## src/rtl/spw_rx_pkg.sv

```systemverilog
// SpaceWire receive decoder shared definitions: FSM states, control codes,
// N-Char encodings for EOP/EEP and the NULL hunt pattern.
// No logic; no latency; no backpressure.
package spw_rx_pkg;

   typedef enum logic [2:0] {
      ST_HUNT,
      ST_PARITY,
      ST_FLAG,
      ST_CTRL,
      ST_DATA
   } rx_state_t;

   // Control codes written c0 first (c0 is the MSB of the 2-bit value).
   localparam logic [1:0] CTRL_FCT = 2'b00;
   localparam logic [1:0] CTRL_EOP = 2'b01;
   localparam logic [1:0] CTRL_EEP = 2'b10;
   localparam logic [1:0] CTRL_ESC = 2'b11;

   // N-Char encodings: bit8 marks a packet marker.
   localparam logic [8:0] NCHAR_EOP = 9'h100;
   localparam logic [8:0] NCHAR_EEP = 9'h101;

   // Hunt window, newest bit at [0]: ESC(F,c0,c1)=1,1,1, FCT P (ignored), FCT(F,c0,c1)=1,0,0.
   localparam logic [6:0] NULL_PATTERN = 7'b1110100;
   localparam logic [6:0] NULL_MASK    = 7'b1110111;

   function automatic logic is_null(input logic [6:0] win);
      return (win & NULL_MASK) == NULL_PATTERN;
   endfunction

endpackage

```

## src/rtl/rx_spw_bit_recovery.sv

```systemverilog
// Data/Strobe bit recovery plus optional link-silence (disconnect) timer.
// Latency: new_bit/bit_val are combinational against the previous registered sample.
// Backpressure: none; every sampled D/S transition is reported immediately.
//
// Ports:
//   pclk_rx, resetn (sync, active-low), enable_rx (low clears history/counter)
//   rx_din, rx_sin : synchronised Data/Strobe samples
//   got_bit        : from decoder, arms the disconnect timer
//   new_bit        : {D,S} differs from the previous sample
//   bit_val        : value of the recovered bit (the Data line)
//   disc_timeout   : the silence counter is reaching DISC_CYCLES this cycle
// Optional: RX_SPW_DISCONNECT_EN enables the disconnect counter; otherwise
// disc_timeout is tied to 0.
module rx_spw_bit_recovery
   import spw_rx_pkg::*;
#(
   parameter int unsigned DISC_CYCLES = 85,
   parameter int unsigned CNT_W       = 8
) (
   input  logic pclk_rx,
   input  logic resetn,
   input  logic enable_rx,
   input  logic rx_din,
   input  logic rx_sin,
   input  logic got_bit,
   output logic new_bit,
   output logic bit_val,
   output logic disc_timeout
);

   logic [1:0] ds_q;

   always_ff @(posedge pclk_rx) begin
      if (!resetn || !enable_rx) begin
         ds_q <= 2'b00;
      end else begin
         ds_q <= {rx_din, rx_sin};
      end
   end

   // DS encoding: exactly one of D/S toggles per bit, so any change is a bit.
   assign new_bit = ({rx_din, rx_sin} != ds_q);
   assign bit_val = rx_din;

`ifdef RX_SPW_DISCONNECT_EN
   localparam logic [CNT_W-1:0] DISC_LIMIT = CNT_W'(DISC_CYCLES);
   localparam logic [CNT_W-1:0] DISC_ARM   = CNT_W'(DISC_CYCLES - 1);

   logic [CNT_W-1:0] disc_cnt_q;

   // Counter is held at zero until the first bit so an idle line at
   // start-up is not mistaken for a disconnect.
   always_ff @(posedge pclk_rx) begin
      if (!resetn || !enable_rx) begin
         disc_cnt_q <= '0;
      end else if (new_bit) begin
         disc_cnt_q <= '0;
      end else if (got_bit && (disc_cnt_q != DISC_LIMIT)) begin
         disc_cnt_q <= disc_cnt_q + CNT_W'(1);
      end
   end

   // Flag on the edge that moves the counter onto DISC_CYCLES, so the error
   // register sets on that same edge.
   assign disc_timeout = got_bit && !new_bit && (disc_cnt_q >= DISC_ARM);
`else
   logic unused_cfg;
   assign unused_cfg   = ^{got_bit, 1'(DISC_CYCLES), 1'(CNT_W)};
   assign disc_timeout = 1'b0;
`endif

endmodule

```

## src/rtl/rx_spw_decoder.sv

```systemverilog
// SpaceWire receive character decoder: NULL hunt, N-Char/FCT/time-code parsing, error detection.
// Latency: strobes and outputs register on the pclk_rx edge that samples a character's last bit.
// Backpressure: none; the link cannot be stalled, downstream must accept every strobe.
//
// Ports:
//   pclk_rx, resetn (sync, active-low), enable_rx (low = HUNT, errors cleared)
//   rx_din, rx_sin       : synchronised Data/Strobe lines
//   rx_data_o[8:0]       : N-Char, bit8=1 marks EOP (0x00) / EEP (0x01)
//   rx_data_valid        : one-cycle strobe for rx_data_o
//   timecode_o[7:0]      : last time-code, tick_out strobes on update
//   got_null, got_fct    : one-cycle strobes to the link-state FSM
//   got_bit              : sticky, a bit has been seen since enable
//   parity_error, escape_error, disconnect_error : sticky errors
// Optional: RX_SPW_DISCONNECT_EN enables disconnect detection (DISC_CYCLES
// silent cycles after the first bit); otherwise disconnect_error stays 0.
module rx_spw_decoder
   import spw_rx_pkg::*;
#(
   parameter int unsigned DISC_CYCLES = 85,
   parameter int unsigned CNT_W       = 8
) (
   input  logic       pclk_rx,
   input  logic       resetn,
   input  logic       enable_rx,
   input  logic       rx_din,
   input  logic       rx_sin,
   output logic [8:0] rx_data_o,
   output logic       rx_data_valid,
   output logic [7:0] timecode_o,
   output logic       tick_out,
   output logic       got_null,
   output logic       got_fct,
   output logic       got_bit,
   output logic       parity_error,
   output logic       escape_error,
   output logic       disconnect_error
);

   logic new_bit;
   logic bit_val;
   logic disc_timeout;

   rx_spw_bit_recovery #(
      .DISC_CYCLES (DISC_CYCLES),
      .CNT_W       (CNT_W)
   ) u_bit_rec (
      .pclk_rx      (pclk_rx),
      .resetn       (resetn),
      .enable_rx    (enable_rx),
      .rx_din       (rx_din),
      .rx_sin       (rx_sin),
      .got_bit      (got_bit),
      .new_bit      (new_bit),
      .bit_val      (bit_val),
      .disc_timeout (disc_timeout)
   );

   rx_state_t  state_q, state_n;
   logic [6:0] win_q, win_n;          // hunt window, newest bit at [0]
   logic [6:0] sr_q, sr_n;            // character shift register, LSB first
   logic [2:0] cnt_q, cnt_n;          // bits received in CTRL/DATA
   logic       p_q, p_n;              // parity bit of current character
   logic       par_acc_q, par_acc_n;  // XOR of previous character's payload bits
   logic       esc_q, esc_n;          // ESC received, awaiting its partner

   logic [8:0] data_n;
   logic       data_vld_n;
   logic [7:0] timecode_n;
   logic       tick_n;
   logic       null_n;
   logic       fct_n;
   logic       got_bit_n;
   logic       par_err_n;
   logic       esc_err_n;
   logic       disc_err_n;

   logic [6:0] win_shift;
   logic [1:0] ctrl_code;
   logic [7:0] data_byte;

   assign win_shift = {win_q[5:0], bit_val};
   // Decode uses the incoming last bit directly so outputs register on its edge.
   assign ctrl_code = {sr_q[6], bit_val};
   assign data_byte = {bit_val, sr_q};

   always_comb begin
      state_n    = state_q;
      win_n      = win_q;
      sr_n       = sr_q;
      cnt_n      = cnt_q;
      p_n        = p_q;
      par_acc_n  = par_acc_q;
      esc_n      = esc_q;
      data_n     = rx_data_o;
      data_vld_n = 1'b0;
      timecode_n = timecode_o;
      tick_n     = 1'b0;
      null_n     = 1'b0;
      fct_n      = 1'b0;
      got_bit_n  = got_bit | new_bit;
      par_err_n  = parity_error;
      esc_err_n  = escape_error;
      disc_err_n = disconnect_error;

      if (disc_timeout) begin
         disc_err_n = 1'b1;
         state_n    = ST_HUNT;
         win_n      = '0;
         esc_n      = 1'b0;
      end else if (new_bit) begin
         unique case (state_q)
            ST_HUNT: begin
               win_n = win_shift;
               if (is_null(win_shift)) begin
                  null_n    = 1'b1;
                  state_n   = ST_PARITY;
                  win_n     = '0;
                  esc_n     = 1'b0;
                  par_acc_n = 1'b0;   // the matched FCT carried payload 00
               end
            end
            ST_PARITY: begin
               p_n     = bit_val;
               state_n = ST_FLAG;
            end
            ST_FLAG: begin
               if (par_acc_q ^ p_q ^ bit_val) begin
                  cnt_n   = 3'd0;
                  state_n = bit_val ? ST_CTRL : ST_DATA;
               end else begin
                  par_err_n = 1'b1;
                  state_n   = ST_HUNT;
                  win_n     = '0;
                  esc_n     = 1'b0;
               end
            end
            ST_CTRL: begin
               sr_n  = {bit_val, sr_q[6:1]};
               cnt_n = cnt_q + 3'd1;
               if (cnt_q == 3'd1) begin
                  par_acc_n = ^ctrl_code;
                  state_n   = ST_PARITY;
                  esc_n     = 1'b0;
                  unique case (ctrl_code)
                     CTRL_FCT: begin
                        if (esc_q) null_n = 1'b1;
                        else       fct_n  = 1'b1;
                     end
                     CTRL_EOP, CTRL_EEP: begin
                        if (esc_q) begin
                           esc_err_n = 1'b1;
                           state_n   = ST_HUNT;
                           win_n     = '0;
                        end else begin
                           data_n     = (ctrl_code == CTRL_EOP) ? NCHAR_EOP : NCHAR_EEP;
                           data_vld_n = 1'b1;
                        end
                     end
                     CTRL_ESC: begin
                        if (esc_q) begin
                           esc_err_n = 1'b1;
                           state_n   = ST_HUNT;
                           win_n     = '0;
                        end else begin
                           esc_n = 1'b1;
                        end
                     end
                  endcase
               end
            end
            ST_DATA: begin
               sr_n  = {bit_val, sr_q[6:1]};
               cnt_n = cnt_q + 3'd1;
               if (cnt_q == 3'd7) begin
                  par_acc_n = ^data_byte;
                  state_n   = ST_PARITY;
                  esc_n     = 1'b0;
                  if (esc_q) begin
                     timecode_n = data_byte;
                     tick_n     = 1'b1;
                  end else begin
                     data_n     = {1'b0, data_byte};
                     data_vld_n = 1'b1;
                  end
               end
            end
            default: begin
               state_n = ST_HUNT;
               win_n   = '0;
            end
         endcase
      end
   end

   always_ff @(posedge pclk_rx) begin
      if (!resetn || !enable_rx) begin
         state_q          <= ST_HUNT;
         win_q            <= '0;
         sr_q             <= '0;
         cnt_q            <= '0;
         p_q              <= 1'b0;
         par_acc_q        <= 1'b0;
         esc_q            <= 1'b0;
         rx_data_o        <= '0;
         rx_data_valid    <= 1'b0;
         timecode_o       <= '0;
         tick_out         <= 1'b0;
         got_null         <= 1'b0;
         got_fct          <= 1'b0;
         got_bit          <= 1'b0;
         parity_error     <= 1'b0;
         escape_error     <= 1'b0;
         disconnect_error <= 1'b0;
      end else begin
         state_q          <= state_n;
         win_q            <= win_n;
         sr_q             <= sr_n;
         cnt_q            <= cnt_n;
         p_q              <= p_n;
         par_acc_q        <= par_acc_n;
         esc_q            <= esc_n;
         rx_data_o        <= data_n;
         rx_data_valid    <= data_vld_n;
         timecode_o       <= timecode_n;
         tick_out         <= tick_n;
         got_null         <= null_n;
         got_fct          <= fct_n;
         got_bit          <= got_bit_n;
         parity_error     <= par_err_n;
         escape_error     <= esc_err_n;
         disconnect_error <= disc_err_n;
      end
   end

endmodule
```

## config.mk

```make
export PLATFORM = sky130hd
export DESIGN_NAME = rx_spw_decoder
export DESIGN_NICKNAME = d
export VERILOG_FILES = /design/src/rtl/spw_rx_pkg.sv /design/src/rtl/rx_spw_bit_recovery.sv /design/src/rtl/rx_spw_decoder.sv
export SDC_FILE = /design/constraint.sdc
export NUM_CORES = 1
export LEC_CHECK = 0
export CAP_MARGIN = 20
export CELL_PAD_IN_SITES_DETAIL_PLACEMENT = 1
export CELL_PAD_IN_SITES_GLOBAL_PLACEMENT = 2
export CORE_MARGIN = 3
export CORE_UTILIZATION = 34
export DETAILED_ROUTE_END_ITERATION = 12
export PLACE_DENSITY = 0.83
export SLEW_MARGIN = 20
export SYNTH_ARGS = -nofsm -noshare
export SYNTH_HDL_FRONTEND = slang
export SYNTH_HIERARCHICAL = 1
export SYNTH_SLANG_ARGS = --single-unit
```

## constraint.sdc

```tcl
create_clock -name pclk_rx -period 2.6 [get_ports pclk_rx]
set_input_delay 0.52 -clock pclk_rx [delete_from_list [all_inputs] [get_ports pclk_rx]]
set_output_delay 0.52 -clock pclk_rx [all_outputs]
set_load 0.01 [all_outputs]
```

==> impl_metrics.json, run 1 <==
{
  "status": "finished, final reports clean",
  "drtIter0Drc": 111,
  "cts_num_sinks": 49,
  "netlist_area_mm2": 0.00243,
  "regArea_um2": 981,
  "h-tree-depth": 2,
  "rsz0062_at_grt": "false",
  "yosysSeqAreaShare_pct": 40.4,
  "cts_tree": "yes",
  "worst-slew-pin-transition_ns": 0.581,
  "area_growth_syn_to_layout_pct": 21.2,
  "synth_top_area_share_pct": 40.4,
  "whs_ns": 0.464,
  "dp_slack_ns": 0.0908,
  "synthTopCellsByArea": "dfxtp_1 40%, mux2i_1 9.5%, nand2_1 5.9%, ha_1 4.6%, nor2_1 3.6%",
  "dp_cells": 392,
  "critical_path.top_delay_family": "buffers and inverters",
  "n_fill_cell": 811,
  "synth_ff_type": "dfxtp_1",
  "hold_viol": 0,
  "timing.rr.end": "rx_data_o[8]$_SDFFE_PP0P_",
  "cpPeakStageDelay_ns": 0.49,
  "ios": 30,
  "drive_gt1_share_pct": 10.9,
  "cp_max_fo": 3,
  "grt_pass1_vias": 2066,
  "crit_slowest_cell": "clkdlybuf4s50_1",
  "overflow": 0,
  "cp-start-kind": "input pin",
  "tns_ns": 0,
  "antenna_found_initial": 0,
  "ys_ff_latch": 49,
  "arrival_ns": 2.35,
  "finalSetupViolations": 0,
  "multiInputGateArea_mm2": 0.00131,
  "yosysWarnings": 6,
  "route.detailed.drc": 0,
  "hold_class": "reg2reg",
  "wl_um": 6120,
  "post-synth-top-count-cell": "dfxtp_1",
  "holdPathEnd": "rx_data_o[5]$_SDFFE_PP0P_",
  "slew_violations": 0,
  "power_mw": 1.43,
  "clockBufferDepth": 2,
  "root_buffer": "clkbuf_8",
  "ant_nets": 0,
  "grt_usage_pct": 15.4,
  "synth_commonest_cells": "49 x dfxtp_1, 38 x nand2_1, 23 x mux2i_1, 23 x nor2_1, 17 x a21oi_1",
  "r2r_slack_ns": 0.66,
  "num_vias": 2030,
  "drv_cap": 0,
  "final_nets": 317,
  "diodes": 0,
  "yosysTopAreaCell": "dfxtp_1",
  "end_kind": "register",
  "setup_slack_ns": 0.450,
  "row_count": 30,
  "synthDistinctLibCells": 50,
  "vdd_ir_drop_max_mv": 0.223,
  "period_minus_slack_ns": 2.15,
  "syn-num-nets": 287,
  "first_pass_iters": 4,
  "fmax_mhz": 465,
  "synth-edff-count": 0,
  "clkLatencyLatePin_ns": 0.32,
  "fin_util_pct": 42.8,
  "die_y_um": 90.5,
  "post_cts_buffers": 0,
  "gp_congestion": 0.808,
  "path_class": "in2reg",
  "avgViaCountPerCell": 5.08,
  "syn_area_per_cell_um2": 8.89,
  "path_clk_slew_ns": 0.10,
  "r2r_start": "state_q[1]$_SDFFE_PP0P_",
  "finalCritPeriodShare_pct": 82.7,
  "holdBufCountCts": 0,
  "initial_core_util_pct": 35.3,
  "r2r_cells": 5,
  "crit_required_ns": 2.80,
  "async_reset_ff_share_pct": 0,
  "hpwl_um": 4360,
  "core-area_mm2": 0.00687,
  "worstHoldStart": "rx_data_o[5]$_SDFFE_PP0P_",
  "cts-resized-gates": 0,
  "power_density_mw_per_mm2": 486,
  "worstPathCellList": "clkdlybuf4s50_1 -> inv_1 -> ha_1 -> xor2_1 -> xnor3_1 -> a211oi_1 -> o31ai_1",
  "path_buf_inv": 2,
  "instances_no_fill": 400,
  "slew_headroom_pct": 61.2,
  "dieArea_mm2": 0.00818,
  "grt_max_degree": 26,
  "numCtsBuffers": 5,
  "syn_inst": 273,
  "fin_worst_skew_ns": 0.0118,
  "p_leak_nw": 1.04,
  "holdPathStages": 2,
  "grt_pass1_wl_um": 10300,
  "routedWlPerCell_um": 15.3,
  "placed_cell_area_mm2": 0.00282,
  "die_w_um": 90.5,
  "fin_area_mm2": 0.00294,
  "portBuffers": 29
}
worst max path at each step:
stage | cells after the start | slack [ns] | to | from
2_1_floorplan | 7 | 0.60 | par_acc_q$_SDFFE_PP0P_ | rx_din
3_3_place_gp | 7 | 0.16 | par_acc_q$_SDFFE_PP0P_ | rx_din
3_5_place_dp | 7 | 0.09 | par_acc_q$_SDFFE_PP0P_ | rx_din
4_1_cts | 7 | 0.43 | par_acc_q$_SDFFE_PP0P_ | rx_din
5_1_grt | 7 | 0.29 | par_acc_q$_SDFFE_PP0P_ | rx_din
6_report | 7 | 0.45 | par_acc_q$_SDFFE_PP0P_ | rx_din
worst min-delay path: stages (launching register included):
cell	delay (ns)
dfxtp_1	0.32
nand2_1	0.05
mux2i_1	0.05
flip-flops by register name (all words and copies together), names as in the netlist:
name              flops
cnt_q                 3
disconnect_error      1
esc_q                 1
escape_error          1
got_bit               1
got_fct               1
got_null              1
p_q                   1
par_acc_q             1
parity_error          1
rx_data_o             9
rx_data_valid         1
sr_q                  7
state_q               3
tick_out              1
timecode_o            8
u_bit_rec/ds_q        2
win_q                 6
routing by layer:
| metal | wire length (um) | global-route usage [%] |
|---|---|---|
| met1 | 3160 | 21.2 |
| met2 | 2690 | 23.9 |
| met3 | 143 | 2.33 |
| met4 | 129 | 6.76 |
| met5 | 0 | 0 |
area by class of cell:
cell class	count	area share, %
multi-input combinational	198	44.6
sequential	49	33.3
timing repair buffer	41	12.9
tap	96	4.08
clock buffer	5	2.34
clock inverter	3	1.70
inverter	8	1.02
where the power goes:
part / switching, mW / internal [mW] / leakage (nW)
logic: 0.0509 / 0.0334 / 0.586
registers: 0.00180 / 0.754 / 0.395
clock network: 0.294 / 0.295 / 0.0603
cells in the final DEF, fill, tap and decap left out, drive strengths merged, types with 2 or more instances in the layout:
| master | count |
|---|---|
| nand2b | 5 |
| a31o | 2 |
| nand3b | 4 |
| xnor2 | 2 |
| o21ai | 5 |
| nand4 | 4 |
| nand2 | 38 |
| a21oi | 19 |
| and3 | 3 |
| xnor3 | 2 |
| nor3 | 3 |
| or2 | 2 |
| inv | 9 |
| dfxtp | 49 |
| clkdlybuf4s50 | 29 |
| a211oi | 6 |
| nor4 | 2 |
| ha | 9 |
| xor2 | 3 |
| clkbuf | 5 |
| a31oi | 5 |
| mux2i | 23 |
| and2 | 2 |
| nand3 | 15 |
| or3b | 2 |
| nor2b | 4 |
| nor2 | 23 |
| buf | 12 |
logic make-up (layout without fill, tap and decap cells):
kind of cell	Yosys count	count (layout)	synth area share (%)
AO/OA/AOI/OAI	44	44	12.2
XOR/XNOR	7	7	3.66
adder cells (fa/ha/maj)	9	9	4.64
buffers and inverters	26	57	5.52
flip-flops	49	49	40.4
multiplexers	23	23	9.49
other	1	1	0.155
AND/OR/NAND/NOR	114	114	23.9
(Power assumes the default switching activity.)
==> inputs of run 2 (changes only) <==
--- a/config.mk
+++ b/config.mk
@@ -9,9 +9,9 @@
 export CELL_PAD_IN_SITES_DETAIL_PLACEMENT = 1
 export CELL_PAD_IN_SITES_GLOBAL_PLACEMENT = 2
 export CORE_MARGIN = 3
-export CORE_UTILIZATION = 34
+export CORE_UTILIZATION = 30
 export DETAILED_ROUTE_END_ITERATION = 12
-export PLACE_DENSITY = 0.83
+export PLACE_DENSITY = 0.78
 export SLEW_MARGIN = 20
 export SYNTH_ARGS = -nofsm -noshare
 export SYNTH_HDL_FRONTEND = slang
==> constraint.sdc (replaced) <==
create_clock -name pclk_rx -period 1.7 [get_ports pclk_rx]
set_input_delay 0.34 -clock pclk_rx [delete_from_list [all_inputs] [get_ports pclk_rx]]
set_output_delay 0.34 -clock pclk_rx [all_outputs]
set_load 0.01 [all_outputs]
==> run 2 against run 1 <==
  * Total power grew 56%
  * Via count increased by 7.5%
  * Flip-flop and latch count stayed put
  * Clock skew is 0.0023 ns lower
  * Worst hold slack lost 0.12 ns
  * Final cell count rose by 11%
  * Core utilization rose by 0.93 points
  * Setup slack worse by 0.42 ns
  * Die area rose by 12%
  * Critical path depth decreased by 1
  * Final area grew 16%
  * Global-route usage rose by 1.3 points
  * Largest cell class unchanged
  * Largest power group unchanged
  * Highest routed layer unchanged
==> impl_metrics.json, run 2 (same netlist as run 1, synthesis figures left out) <==
{
  "diodes": 0,
  "hpwl_um": 5250,
  "multiInputGateArea_mm2": 0.00144,
  "end_kind": "register",
  "die_w_um": 95.9,
  "grt_max_degree": 18,
  "root_buffer": "clkbuf_8",
  "routedWlPerCell_um": 16.0,
  "clockBufferDepth": 2,
  "crit_slowest_cell": "or3_1",
  "n_fill_cell": 912,
  "initial_core_util_pct": 31.1,
  "gp_congestion": 0.820,
  "fin_worst_skew_ns": 0.00951,
  "cpPeakStageDelay_ns": 0.41,
  "hold_viol": 0,
  "cp_max_fo": 10,
  "core-area_mm2": 0.00781,
  "first_pass_iters": 4,
  "overflow": 0,
  "drv_cap": 0,
  "mostFrequentLayoutCells": "47 x buf_4, 43 x dfxtp_1, 37 x nand2_1, 27 x clkdlybuf4s50_1",
  "largest_reg_flops": 9,
  "placed_cell_area_mm2": 0.00316,
  "grt_usage_pct": 16.7,
  "clkLatencyLatePin_ns": 0.31,
  "regArea_um2": 991,
  "cts_tree": "yes",
  "avgViaCountPerCell": 4.91,
  "cpMostUsedCell": "buf_4",
  "numCtsBuffers": 5,
  "period_minus_slack_ns": 1.67,
  "power_density_mw_per_mm2": 654,
  "vdd_ir_drop_max_mv": 0.312,
  "wl_met2_um": 3490,
  "path_clk_slew_ns": 0.10,
  "dieArea_mm2": 0.00920,
  "h-tree-depth": 2,
  "wl_um": 7130,
  "wl_met1_um": 3440,
  "antenna_found_initial": 0,
  "path_class": "reg2reg",
  "ant_nets": 0,
  "fmax_mhz": 598,
  "final_common_cell": "buf_4",
  "grt_pass1_vias": 2278,
  "slew_violations": 0,
  "drtIter0Drc": 61,
  "hold_class": "in2reg",
  "maxUsedRoutingLayer": "met4",
  "final_nets": 356,
  "portBuffers": 29,
  "fin_area_mm2": 0.00342,
  "cp-start-kind": "register",
  "rsz0062_at_grt": "true",
  "top_register": "rx_data_o",
  "p_leak_nw": 1.26,
  "status": "finished, final reports clean",
  "grt_pass1_wl_um": 11800,
  "arrival_ns": 1.91,
  "finalSetupViolations": 0,
  "fin_util_pct": 43.8,
  "holdBufCountCts": 0,
  "finalCritPeriodShare_pct": 98.3,
  "drive_gt1_share_pct": 28.0,
  "num_vias": 2183,
  "cts_num_sinks": 49,
  "worstPathCellList": "buf_4 -> or3_1 -> a31oi_4 -> buf_4 -> nand3_1 -> mux2i_1",
  "row_count": 32,
  "tns_ns": 0,
  "ios": 30,
  "route.detailed.drc": 0,
  "dr_wl_met3_um": 120,
  "crit_required_ns": 1.94,
  "die_y_um": 95.9,
  "area_growth_syn_to_layout_pct": 40.8,
  "top_regs": "rx_data_o x9, timecode_o x8, sr_q x7"
}
-- run 2: path summary, 6_finish.rpt --
check | end | cells after the start | slack, ns | from
max reg2reg | win_q[5]$_SDFFE_PP0P_ | 6 | 0.03 | state_q[1]$_SDFFE_PP0P_
max | win_q[5]$_SDFFE_PP0P_ | 6 | 0.03 | state_q[1]$_SDFFE_PP0P_
min | u_bit_rec/ds_q[0]$_SDFF_PP0_ | 2 | 0.34 | rx_sin
min reg2reg | rx_data_o[5]$_SDFFE_PP0P_ | 2 | 0.47 | rx_data_o[5]$_SDFFE_PP0P_
-- run 2: metal layers --
metal,vias to the layer above,global-route usage [%]
met1,1068,22.3
li1,1082,-
met2,27,28.5
met4,0,4.27
met5,-,0
met3,6,2.11
-- run 2: repair_timing --
action | 4_1_cts | 5_1_grt
pin swaps | 3 | 5
setup endpoints to repair | 39 | 37
buffers inserted | 1 | 1
resized for setup | 17 | 15
-- run 2: layout make-up --
cell class,count,area share (%)
multi-input cells,198,42.0
repair buffers,80,21.0
well taps,102,3.74
flip-flops and latches,49,29.0
inverters,8,0.879
clock inverters,3,1.39
clock buffers,5,2.01
-- run 2: where the power goes --
group          internal (mW)  switching [mW]  leakage, nW
clock                  0.449           0.437       0.0591
sequential              1.15         0.00280        0.399
combinational         0.0957          0.0984        0.799
total                   1.70           0.539         1.26
-- run 2: critical path, delay by kind of cell, from the launching register on --
family          cells  cell delay, ns
mux                 1            0.14
flops               1            0.39
compound gates      1            0.23
simple gates        2            0.49
buf+inv             2            0.35
-- run 2: metrics by stage --
step           setup WS [ns]  power (mW)  hold WS [ns]  instances
6_report              0.0284        2.23         0.343        445
5_1_grt              -0.0880        2.33         0.351        445
4_1_cts              0.00364        2.26         0.472        444
2_1_floorplan         0.0103        1.26         0.430        273
3_5_place_dp          -0.534        1.36         0.457        435
3_3_place_gp          -0.487        1.35         0.444        435
==> inputs of run 3 (changes only) <==
--- a/config.mk
+++ b/config.mk
@@ -8,7 +8,7 @@
 export CAP_MARGIN = 20
 export CELL_PAD_IN_SITES_DETAIL_PLACEMENT = 1
 export CELL_PAD_IN_SITES_GLOBAL_PLACEMENT = 2
-export CORE_MARGIN = 3
+export CORE_MARGIN = 2
 export CORE_UTILIZATION = 30
 export DETAILED_ROUTE_END_ITERATION = 12
 export PLACE_DENSITY = 0.78
==> run 3 against run 2 <==
  * The run now ends with negative setup slack left
  * Sequential power barely moved
  * Sequential share of layout area fell by 0.22 points
  * Critical path depth rose by 1
  * Critical path type unchanged
==> impl_metrics.json, run 3 (same netlist as run 1, synthesis figures left out) <==
{
  "die_y_um": 93.9,
  "grt_max_degree": 18,
  "drtIter0Drc": 78,
  "path_clk_slew_ns": 0.10,
  "core-area_mm2": 0.00777,
  "grt_pass1_wl_um": 11400,
  "route.detailed.drc": 0,
  "status": "finished with violations",
  "path_buf_inv": 1,
  "cp_max_fo": 6,
  "slew_violations": 0,
  "clkLatencyLatePin_ns": 0.31,
  "drive_gt1_share_pct": 29.9,
  "antenna_found_initial": 0,
  "gp_congestion": 0.842,
  "final_nets": 354,
  "cts_num_sinks": 49,
  "crit_slowest_cell": "dfxtp_2",
  "power_mw": 2.24,
  "finalSetupViolations": 2,
  "instances_no_fill": 443,
  "finalCritPeriodShare_pct": 100,
  "vdd_ir_drop_max_mv": 0.376,
  "holdBufCountCts": 0,
  "grt_pass1_vias": 2212,
  "placed_cell_area_mm2": 0.00315,
  "rsz0062_at_grt": "true",
  "cp-start-kind": "register",
  "arrival_ns": 1.95,
  "fin_worst_skew_ns": 0.00874,
  "numCtsBuffers": 5,
  "largest_reg_flops": 9,
  "top_regs": "rx_data_o x9, timecode_o x8, sr_q x7",
  "area_growth_syn_to_layout_pct": 41.9,
  "overflow": 0,
  "drv_cap": 0,
  "first_pass_iters": 4,
  "fmax_mhz": 586,
  "routedWlPerCell_um": 15.6,
  "h-tree-depth": 2,
  "initial_core_util_pct": 31.2,
  "final_common_cell": "buf_4",
  "row_count": 32,
  "num_vias": 2159,
  "top_register": "rx_data_o",
  "portBuffers": 29,
  "end_kind": "register",
  "mostFrequentLayoutCells": "44 x buf_4, 41 x dfxtp_1, 37 x nand2_1, 27 x clkdlybuf4s50_1, 23 x mux2i_1",
  "path_class": "reg2reg",
  "hold_viol": 0,
  "ant_nets": 0,
  "dp_cells": 432,
  "cts_tree": "yes",
  "fin_area_mm2": 0.00344,
  "hold_class": "in2reg",
  "clockBufferDepth": 2,
  "grt_usage_pct": 16.7,
  "cpPeakStageDelay_ns": 0.35,
  "diodes": 0,
  "ios": 30,
  "critical_path.top_delay_family": "compound AO/OA/AOI/OAI gates",
  "violations": "negative setup slack",
  "n_fill_cell": 921,
  "period_minus_slack_ns": 1.71,
  "crit_required_ns": 1.94,
  "root_buffer": "clkbuf_8",
  "wl_um": 6910,
  "power_density_mw_per_mm2": 651,
  "tns_ns": -0.00902,
  "hpwl_um": 5120,
  "p_leak_nw": 1.25,
  "whs_ns": 0.328,
  "die_w_um": 93.9,
  "dieArea_mm2": 0.00882,
  "setup_slack_ns": -0.00740,
  "worstPathCellList": "xor2_2 -> ha_1 -> nand2b_1 -> a32oi_1 -> o21a_1 -> buf_12 -> mux2i_1",
  "avgViaCountPerCell": 4.87
}
-- run 3: layout make-up --
class	instances	area [um^2]	area share (%)
timing repair buffer	78	713	20.7
multi-input combinational	198	1460	42.5
sequential	49	991	28.8
clock buffer	5	68.8	2.00
clock inverter	3	47.5	1.38
inverter	8	30.0	0.872
tap	102	128	3.71
-- run 3: per-layer routing --
metal	vias to the layer above	share of wire (%)	track usage (%)
met4	0	1.6	5.19
met3	12	1.5	2.25
met5	-	0	0
met2	31	47	26.8
met1	1037	50	23.1
li1	1079	-	-
-- run 3: path summary, 6_finish.rpt --
kind	startpoint	end	slack (ns)	depth (start not counted)
hold reg to reg	rx_data_o[7]$_SDFFE_PP0P_	rx_data_o[7]$_SDFFE_PP0P_	0.46	2
setup reg to reg	par_acc_q$_SDFFE_PP0P_	win_q[3]$_SDFFE_PP0P_	-0.007	7
setup / recovery	par_acc_q$_SDFFE_PP0P_	win_q[3]$_SDFFE_PP0P_	-0.007	7
hold / removal	rx_sin	u_bit_rec/ds_q[0]$_SDFF_PP0_	0.33	2
-- run 3: stage by stage --
stage	util, %	setup slack (ns)
6_report	44.3	-0.00740
5_1_grt	44.3	-0.123
4_1_cts	43.2	0.000431
3_5_place_dp	40.6	-0.553
3_3_place_gp	40.6	-0.460
2_1_floorplan	-	0.0103
-- run 3: power breakdown --
part / internal, mW / leakage [nW] / switching [mW]
clock network: 0.450 / 0.0591 / 0.450
logic: 0.0924 / 0.794 / 0.0946
registers: 1.15 / 0.399 / 0.00297
-- run 3: timing repair --
item / CTS / global route
hold endpoints to repair: 0 / 0
resized for setup: 17 / 23
pin swaps: 3 / 10
setup buffers: 2 / 2
setup endpoints to repair: 38 / 40
